### src/rtl/branch_unit_if.sv
// Branch request/response bundle between the controller and the branch unit.
// Latency: none (wires only).
// Backpressure: controller may only present br_valid while br_ready is high.
interface branch_unit_if;
  logic        br_valid;
  logic        br_ready;
  logic [1:0]  br_op;
  logic [2:0]  br_cond;
  logic [7:0]  br_imm;
  logic [15:0] br_reg;
  logic        done;
  logic        taken;
  logic        cond_err;
  logic        link_we;
  logic [15:0] link_data;

  modport master (
    output br_valid, br_op, br_cond, br_imm, br_reg,
    input  br_ready, done, taken, cond_err, link_we, link_data
  );

  modport slave (
    input  br_valid, br_op, br_cond, br_imm, br_reg,
    output br_ready, done, taken, cond_err, link_we, link_data
  );
endinterface

### src/rtl/branch_unit.sv
// Branch unit: N/V/Z status register, program counter, branch resolution.
// Latency: accept edge -> done pulse two cycles later, new accept on the edge after done.
// Backpressure: br_ready is high only in IDLE; requests and pc_inc are ignored otherwise.
module branch_unit #(
  parameter int              PC_W     = 9,
  parameter logic [PC_W-1:0] RESET_PC = '0
) (
  input  logic            clk,
  input  logic            reset_n,
  input  logic            flag_load,
  input  logic            N_in,
  input  logic            V_in,
  input  logic            Z_in,
  input  logic            pc_inc,
  output logic [PC_W-1:0] pc,
  output logic [2:0]      status,
  branch_unit_if.slave    br
);

  typedef enum logic [1:0] {IDLE, EVAL, COMMIT} state_t;

  localparam logic [PC_W-1:0] PC_ONE = PC_W'(1);

  state_t          state_q, state_d;
  logic [PC_W-1:0] pc_q, pc_d;
  logic [2:0]      status_q, status_d;
  logic [1:0]      op_q, op_d;
  logic [2:0]      cond_q, cond_d;
  logic [7:0]      imm_q, imm_d;
  logic [PC_W-1:0] reg_q, reg_d;
  logic [PC_W-1:0] pcs_q, pcs_d;      // pc snapshot at accept
  logic [2:0]      snap_q, snap_d;    // status snapshot at accept
  logic            taken_q, taken_d;
  logic            cond_err_q, cond_err_d;
  logic [PC_W-1:0] target_q, target_d;
  logic [15:0]     link_q, link_d;

  logic [PC_W-1:0] imm_ext;
  logic [PC_W-1:0] seq_pc;
  logic [PC_W-1:0] rel_target;
  logic            cond_hit;
  logic            cond_bad;
  logic            n_s, v_s, z_s;

  // Condition decode and target arithmetic on the snapshotted operands.
  always_comb begin
    {n_s, v_s, z_s} = snap_q;
    imm_ext    = PC_W'($signed(imm_q));
    seq_pc     = pcs_q + PC_ONE;
    rel_target = seq_pc + imm_ext;
    cond_hit   = 1'b0;
    cond_bad   = 1'b0;
    case (cond_q)
      3'b000:  cond_hit = 1'b1;
      3'b001:  cond_hit = z_s;
      3'b010:  cond_hit = ~z_s;
      3'b011:  cond_hit = n_s ^ v_s;
      3'b100:  cond_hit = (n_s ^ v_s) | z_s;
      default: cond_bad = 1'b1;
    endcase
  end

  // Next-state logic: status load, accept/increment, evaluate, commit.
  always_comb begin
    state_d    = state_q;
    pc_d       = pc_q;
    op_d       = op_q;
    cond_d     = cond_q;
    imm_d      = imm_q;
    reg_d      = reg_q;
    pcs_d      = pcs_q;
    snap_d     = snap_q;
    taken_d    = taken_q;
    cond_err_d = cond_err_q;
    target_d   = target_q;
    link_d     = link_q;
    // Status loads on any edge; a branch accepted on the same edge keeps the old value.
    status_d   = flag_load ? {N_in, V_in, Z_in} : status_q;

    case (state_q)
      IDLE: begin
        if (br.br_valid) begin
          op_d    = br.br_op;
          cond_d  = br.br_cond;
          imm_d   = br.br_imm;
          reg_d   = br.br_reg[PC_W-1:0];
          pcs_d   = pc_q;
          snap_d  = status_q;
          state_d = EVAL;
        end else if (pc_inc) begin
          pc_d = pc_q + PC_ONE;
        end
      end
      EVAL: begin
        link_d = 16'(seq_pc);
        case (op_q)
          2'b00: begin
            taken_d    = cond_hit;
            cond_err_d = cond_bad;
            target_d   = rel_target;
          end
          2'b01: begin
            taken_d    = 1'b1;
            cond_err_d = 1'b0;
            target_d   = rel_target;
          end
          default: begin
            taken_d    = 1'b1;
            cond_err_d = 1'b0;
            target_d   = reg_q;
          end
        endcase
        state_d = COMMIT;
      end
      COMMIT: begin
        pc_d    = taken_q ? target_q : seq_pc;
        state_d = IDLE;
      end
      default: state_d = IDLE;
    endcase
  end

  // State and datapath registers with asynchronous reset.
  always_ff @(posedge clk or negedge reset_n) begin
    if (!reset_n) begin
      state_q    <= IDLE;
      pc_q       <= RESET_PC;
      status_q   <= '0;
      op_q       <= '0;
      cond_q     <= '0;
      imm_q      <= '0;
      reg_q      <= '0;
      pcs_q      <= '0;
      snap_q     <= '0;
      taken_q    <= 1'b0;
      cond_err_q <= 1'b0;
      target_q   <= '0;
      link_q     <= '0;
    end else begin
      state_q    <= state_d;
      pc_q       <= pc_d;
      status_q   <= status_d;
      op_q       <= op_d;
      cond_q     <= cond_d;
      imm_q      <= imm_d;
      reg_q      <= reg_d;
      pcs_q      <= pcs_d;
      snap_q     <= snap_d;
      taken_q    <= taken_d;
      cond_err_q <= cond_err_d;
      target_q   <= target_d;
      link_q     <= link_d;
    end
  end

  // Outputs: done/link_we are decoded from COMMIT so a reset kills them immediately.
  always_comb begin
    br.br_ready  = (state_q == IDLE);
    br.done      = (state_q == COMMIT);
    br.link_we   = (state_q == COMMIT) && op_q[0];
    br.taken     = taken_q;
    br.cond_err  = cond_err_q;
    br.link_data = link_q;
    pc           = pc_q;
    status       = status_q;
  end

endmodule

### src/flat_wrapper.sv
// flat-port wrapper written by rule: the top's interface ports become plain ports
module branch_unit_flat 
#(
  parameter int              PC_W     = 9,
  parameter logic [PC_W-1:0] RESET_PC = '0
)
  (clk, reset_n, flag_load, N_in, V_in, Z_in, pc_inc, pc, status, br_br_valid, br_br_op, br_br_cond, br_br_imm, br_br_reg, br_br_ready, br_done, br_taken, br_cond_err, br_link_we, br_link_data);
  branch_unit_if br_i ();
  input  logic clk;
  input  logic reset_n;
  input  logic flag_load;
  input  logic N_in;
  input  logic V_in;
  input  logic Z_in;
  input  logic pc_inc;
  output logic [PC_W-1:0] pc;
  output logic [2:0] status;
  input wire logic [$bits(br_i.br_valid)-1:0] br_br_valid;
  input wire logic [$bits(br_i.br_op)-1:0] br_br_op;
  input wire logic [$bits(br_i.br_cond)-1:0] br_br_cond;
  input wire logic [$bits(br_i.br_imm)-1:0] br_br_imm;
  input wire logic [$bits(br_i.br_reg)-1:0] br_br_reg;
  output wire logic [$bits(br_i.br_ready)-1:0] br_br_ready;
  output wire logic [$bits(br_i.done)-1:0] br_done;
  output wire logic [$bits(br_i.taken)-1:0] br_taken;
  output wire logic [$bits(br_i.cond_err)-1:0] br_cond_err;
  output wire logic [$bits(br_i.link_we)-1:0] br_link_we;
  output wire logic [$bits(br_i.link_data)-1:0] br_link_data;
  assign br_i.br_valid = br_br_valid;
  assign br_i.br_op = br_br_op;
  assign br_i.br_cond = br_br_cond;
  assign br_i.br_imm = br_br_imm;
  assign br_i.br_reg = br_br_reg;
  assign br_br_ready = br_i.br_ready;
  assign br_done = br_i.done;
  assign br_taken = br_i.taken;
  assign br_cond_err = br_i.cond_err;
  assign br_link_we = br_i.link_we;
  assign br_link_data = br_i.link_data;
  branch_unit #(.PC_W(PC_W), .RESET_PC(RESET_PC)) u_core (.clk(clk), .reset_n(reset_n), .flag_load(flag_load), .N_in(N_in), .V_in(V_in), .Z_in(Z_in), .pc_inc(pc_inc), .pc(pc), .status(status), .br(br_i));
endmodule
### config.mk
export PLATFORM = sky130hd
export DESIGN_NAME = branch_unit_flat
export DESIGN_NICKNAME = d
export VERILOG_FILES = /design/src/rtl/branch_unit_if.sv /design/src/rtl/branch_unit.sv /design/src/flat_wrapper.sv
export SDC_FILE = /design/constraint.sdc
export NUM_CORES = 1
export LEC_CHECK = 0
export CELL_PAD_IN_SITES_DETAIL_PLACEMENT = 0
export CELL_PAD_IN_SITES_GLOBAL_PLACEMENT = 2
export CORE_MARGIN = 2
export CORE_UTILIZATION = 32
export DETAILED_ROUTE_END_ITERATION = 8
export HOLD_SLACK_MARGIN = 0.12
export PLACE_DENSITY = 0.77
export RECOVER_POWER = 50
export SLEW_MARGIN = 20
export SYNTH_ARGS = -nofsm -noshare
export SYNTH_HDL_FRONTEND = slang
export SYNTH_SLANG_ARGS = --single-unit
### constraint.sdc
create_clock -name clk -period 3.25 [get_ports clk]
set_clock_uncertainty 0.1 [all_clocks]
set_input_delay 0.65 -clock clk [delete_from_list [all_inputs] [get_ports clk]]
set_output_delay 0.65 -clock clk [all_outputs]
set_load 0.02 [all_outputs]
Word-level counts from Yosys, hierarchy flattened
Index checks and enable logic that the tools add are counted.
- flip-flop bits (word level): 68
- bits of input ports: 37
- output and inout port bits: 33
- logic and storage cells: 49
- add/subtract/negate cells: 3
- equal/unequal tests: 10
- muxes and demuxes: 11
- bitwise operators: 3
- reductions and logical operators: 9
- operators by type and width (kind ; number):
    $mux 9 ; 4
    $add 9x1->9 const B ; 2
    $pmux 9 s2 ; 1
    $add 9x9->9 ; 1
    $eq 3x2->1 const B ; 2
    $ne 2x2->1 const B ; 3
    $pmux 1 s5 ; 1
    $reduce_or 5->1 ; 1
    $eq 2x1->1 const B ; 2
    $logic_not 2->1 ; 2
    $pmux 2 s2 ; 1
    $eq 3x1->1 const B ; 1
    $eq 3x3->1 const B ; 1
    $logic_not 3->1 ; 1
    $mux 1 ; 3
    $reduce_and 3->1 ; 1
    $eq 2x2->1 const B ; 1
    $mux 2 ; 1
    $reduce_and 2->1 ; 1
    $reduce_bool 2->1 ; 1
    $reduce_or 2->1 ; 1
    $logic_and 1x1->1 ; 1
    $not 1->1 ; 1
    $or 1x1->1 ; 1
    $xor 1x1->1 ; 1

Depth between registers and ports, before layout
- depth after elaboration: 4
- gate-level depth with buffers: 9
- depth with buffers taken out: 9

Worst setup path after synthesis
OpenSTA, ideal clock, no wires.
- kind: reg-to-reg
- start: reg u_core.pcs_q[0]
- end: reg u_core.target_q[6]
- library setup time: 69 ps
- arrival: 2262 ps
- required time: 3081 ps
- slack: 819 ps
- stages on the path, launching flop included: 9
- path buffers: 0
- period minus slack after synthesis: 2431 ps
- path through: dfrtp_1 ha_1 xor2_1 ha_1 nor2b_4 o31a_1 o21a_1 or4_1 nand3_1
- cells in the longest elaborated chain, start to end: 3
- ends and longest elaborated chain (what ; line ; text):
    start: declaration ; branch_unit.sv:31 ; logic [PC_W-1:0] pcs_q, pcs_d;
    start signal: assignment ; branch_unit.sv:147 ; pcs_q <= pcs_d;
    $add 9x1->9 ; branch_unit.sv:49 ; seq_pc = pcs_q + PC_ONE;
    via u_core.seq_pc[2] ; branch_unit.sv:39 ; logic [PC_W-1:0] seq_pc;
    $add 9x9->9 ; branch_unit.sv:50 ; rel_target = seq_pc + imm_ext;
    $mux 9 ; branch_unit.sv:96 ; case (op_q)
    end signal: assignment ; branch_unit.sv:151 ; target_q <= target_d;
    end: declaration ; branch_unit.sv:35 ; logic [PC_W-1:0] target_q, target_d;
The timed path passes the listed nets, and every way through them passes these cells.
A chain may end at the register's enable or synchronous reset.

Worst setup path after layout
- start: reg u_core.state_q[0]
- end: out br_link_we
- cells in the longest elaborated chain, start to end: 2
- ends and longest elaborated chain (what ; line ; text):
    start: declaration ; branch_unit.sv:24 ; state_t state_q, state_d;
    start signal: assignment ; branch_unit.sv:140 ; state_q <= state_d;
    $eq 2x2->1 ; branch_unit.sv:160 ; br.link_we = (state_q == COMMIT) && op_q[0];
    $logic_and 1x1->1 ; branch_unit.sv:160 ;
    end: declaration ; flat_wrapper.sv:27 ; output wire logic [$bits(br_i.link_we)-1:0] br_link_we;
No other way between the ends.

==> flow_summary.ini <==
[run_status]
status = finished, violations left
violations = max-capacitance violations, max-slew violations

[synth]
dominantRegCellSynth = dfrtp_1
ys_ff_latch = 68
yosysWarnings = 0
synth_area_leaders = dfrtp_1 (49%), mux2_2 (11%), nand2_1 (5.0%)
seq_area_frac_synth_pct = 48.7
synth_cells = 336
postSynthAreaPerCell_sq_um = 10.4
synth_top_area_share_pct = 48.7
yosysUniqueCellTypes = 47
async_reset_ff_share_pct = 100
synth.largest_area_cell = dfrtp_1
synth_area_sq_um = 3490
yosysMostFrequentCell = dfrtp_1
synth_common_cells = dfrtp_1 (68), nand2_1 (47), mux2_2 (35), o21ai_0 (27)
synth_edf_count = 0

[worst_setup_path]
worstSetupPathType = reg -> out
end_kind = primary output
critical_path_required_ns = 2.50
worstPathMaxFanout = 13
start_kind = flip-flop
crit_arrival_ns = 2.04

[floorplanning]
initial_core_util_pct = 32.5
io-pin-count = 70
core_area_sq_um = 10700
fp.dieW_um = 109
die_h_um = 109
dieArea_sq_um = 11800
rows = 38

[detailed_routing]
drcViolationCount = 0
vias = 2565
wl_met3_um = 290
viasPerCell = 4.79
routed_wl_um = 7890
drt-initial-drc-count = 76
drtPass1Iterations = 4
wl_met1_um = 3910
wl_met2_um = 3600
post_drt_wl_per_cell_um = 14.7
top_layer = met4
ant_nets = 0

[global_routing]
grt_remaining_overflow = 0
grt_pass1_vias = 2602
antenna_found_initial = 0
grt_max_degree = 41
grt_pass1_wl_um = 13200
track_usage_pct = 14.6

[placement]
place_congestion = 0.751
dp_hpwl_um = 5730
io_buffers = 55

[timing]
grt_setup_unrepaired = no
slew_headroom_pct = -5.33
final-max-slew-violation-count = 30
worst_pin_slew_ns = 1.58
finalCritPeriodShare_pct = 85.7
min_period_ns = 2.79
fmax_mhz = 359
setup_viol = 0
hold_violations = 0
finalSetupTns_ns = 0

[clocking]
insertion_delay_ns = 0.35
clkSinkCount = 68
post_cts_resized = 0
root_buffer = clkbuf_8
cts.htree.levels = 3
cts_tree = built
clk_pin_slew_ns = 0.07
holdBufCountCts = 0
clockBufferDepth = 2
numCtsBuffers = 9
post-cts-setup-buffers = 0

[pwr]
p_leak_nw = 1.86
peakVddDrop_uv = 276
p_per_area_nw_per_um2 = 925

[layout]
final_util_pct = 40.6
finalNetCount = 440
layout-drive-gt1-share_pct = 14.4
antennaDiodeCount = 0
nFillCells = 1121
syn_to_final_growth_pct = 24.8

[min_path]
min_path_type = reg -> reg

[flow_run]
maxCapViolCount = 1
[state kept, by name, indices dropped and copies added (netlist names)]
signal,count
u_core.cond_q,3
u_core.op_q,2
u_core.imm_q,8
u_core.br.link_data,9
u_core.status,3
u_core.target_q,9
u_core.state_q,2
u_core.br.cond_err,1
u_core.snap_q,3
u_core.pcs_q,9
u_core.reg_q,9
u_core.pc,9
u_core.br.taken,1
[stage by stage]
step | setup WS, ns | cell area, sq um | std cells | hold slack [ns] | total power, mW
after CTS | 0.432 | 4390 | 536 | 0.262 | 4.09
after floorplan | 0.819 | 3520 | 342 | 0.254 | 2.66
after global routing | 0.277 | 4360 | 536 | 0.408 | 4.36
after global placement | 0.570 | 4170 | 520 | 0.363 | 3.26
final | 0.464 | 4360 | 536 | 0.376 | 4.04
after detailed placement | 0.549 | 4170 | 520 | 0.365 | 3.30
[placed cells by master, fill, tap and decap left out, types with 3 or more instances in the layout]
cell type,Yosys,layout
o21bai_1,3,3
o21ai_0,27,27
clkbuf_8,0,10
xnor2_1,5,5
clkinv_2,0,3
dfrtp_1,68,68
a211oi_1,3,3
nand2_1,47,47
mux2i_1,9,9
nand3_1,15,15
nand2b_1,4,4
xor2_1,4,4
nor2_1,16,16
nor3_1,6,6
clkdlybuf4s50_1,0,53
a21oi_1,16,16
inv_1,6,6
clkbuf_1,9,4
and3_1,3,3
ha_1,11,11
conb_1,1,7
mux2_2,35,35
[metal layers]
layer / vias up / global-route usage (%)
met5: - / 0
met4: 0 / 5.49
met3: 7 / 3.25
met2: 43 / 22.4
met1: 1228 / 20.0
li1: 1287 / -
[path summary, 6_finish.rpt]
kind,slack (ns),from,cells after the start,end
hold / removal,0.38,u_core.br.cond_err$_DFFE_PN0N_,2,u_core.br.cond_err$_DFFE_PN0N_
setup reg to reg,0.54,u_core.pcs_q[0]$_DFFE_PN0P_,8,u_core.target_q[6]$_DFFE_PN0N_
setup / recovery,0.46,u_core.state_q[0]$_DFFE_PN0P_,4,br_link_we
min in group asynchronous,0.58,reset_n,1,u_core.state_q[0]$_DFFE_PN0P_
max in group asynchronous,0.74,reset_n,2,u_core.imm_q[1]$_DFFE_PN0P_
hold reg to reg,0.38,u_core.br.cond_err$_DFFE_PN0N_,2,u_core.br.cond_err$_DFFE_PN0N_
[worst max-delay path: stages (launching register included)]
cell and delay [ns]:
dfrtp_1 0.41, nand2b_1 0.17, inv_1 0.32, and2_1 0.20, clkdlybuf4s50_1 0.60
[kinds of logic (layout without fill, tap and decap cells)]
family | Yosys count | in the layout | share of synthesized area (%)
and+or+nand+nor | 106 | 106 | 14.3
DFF | 68 | 68 | 48.7
AOI/OAI and AO/OA | 67 | 67 | 11.7
muxes | 44 | 44 | 13.9
buffers and inverters | 28 | 82 | 3.97
adders and majority gates | 12 | 12 | 4.51
xor gates and xnor gates | 10 | 10 | 2.90
other | 1 | 7 | 0.107
[report_power, final]
part / switching, mW / total, mW / internal [mW]
clock: 0.320 / 0.769 / 0.449
combinational: 0.899 / 1.77 / 0.872
sequential: 0.336 / 1.50 / 1.16
[cell type report]
| class | instances | area [sq um] | share of cell area (%) |
|---|---|---|---|
| flip-flops and latches | 68 | 1700 | 39.0 |
| multi-input cells | 246 | 1680 | 38.4 |
| repair buffers | 60 | 569 | 13.1 |
| well taps | 140 | 175 | 4.02 |
| clock buffers | 11 | 141 | 3.24 |
| clock inverters | 5 | 75.1 | 1.72 |
| inverters | 6 | 22.5 | 0.516 |
No activity file was read; power rests on OpenSTA's default activity.
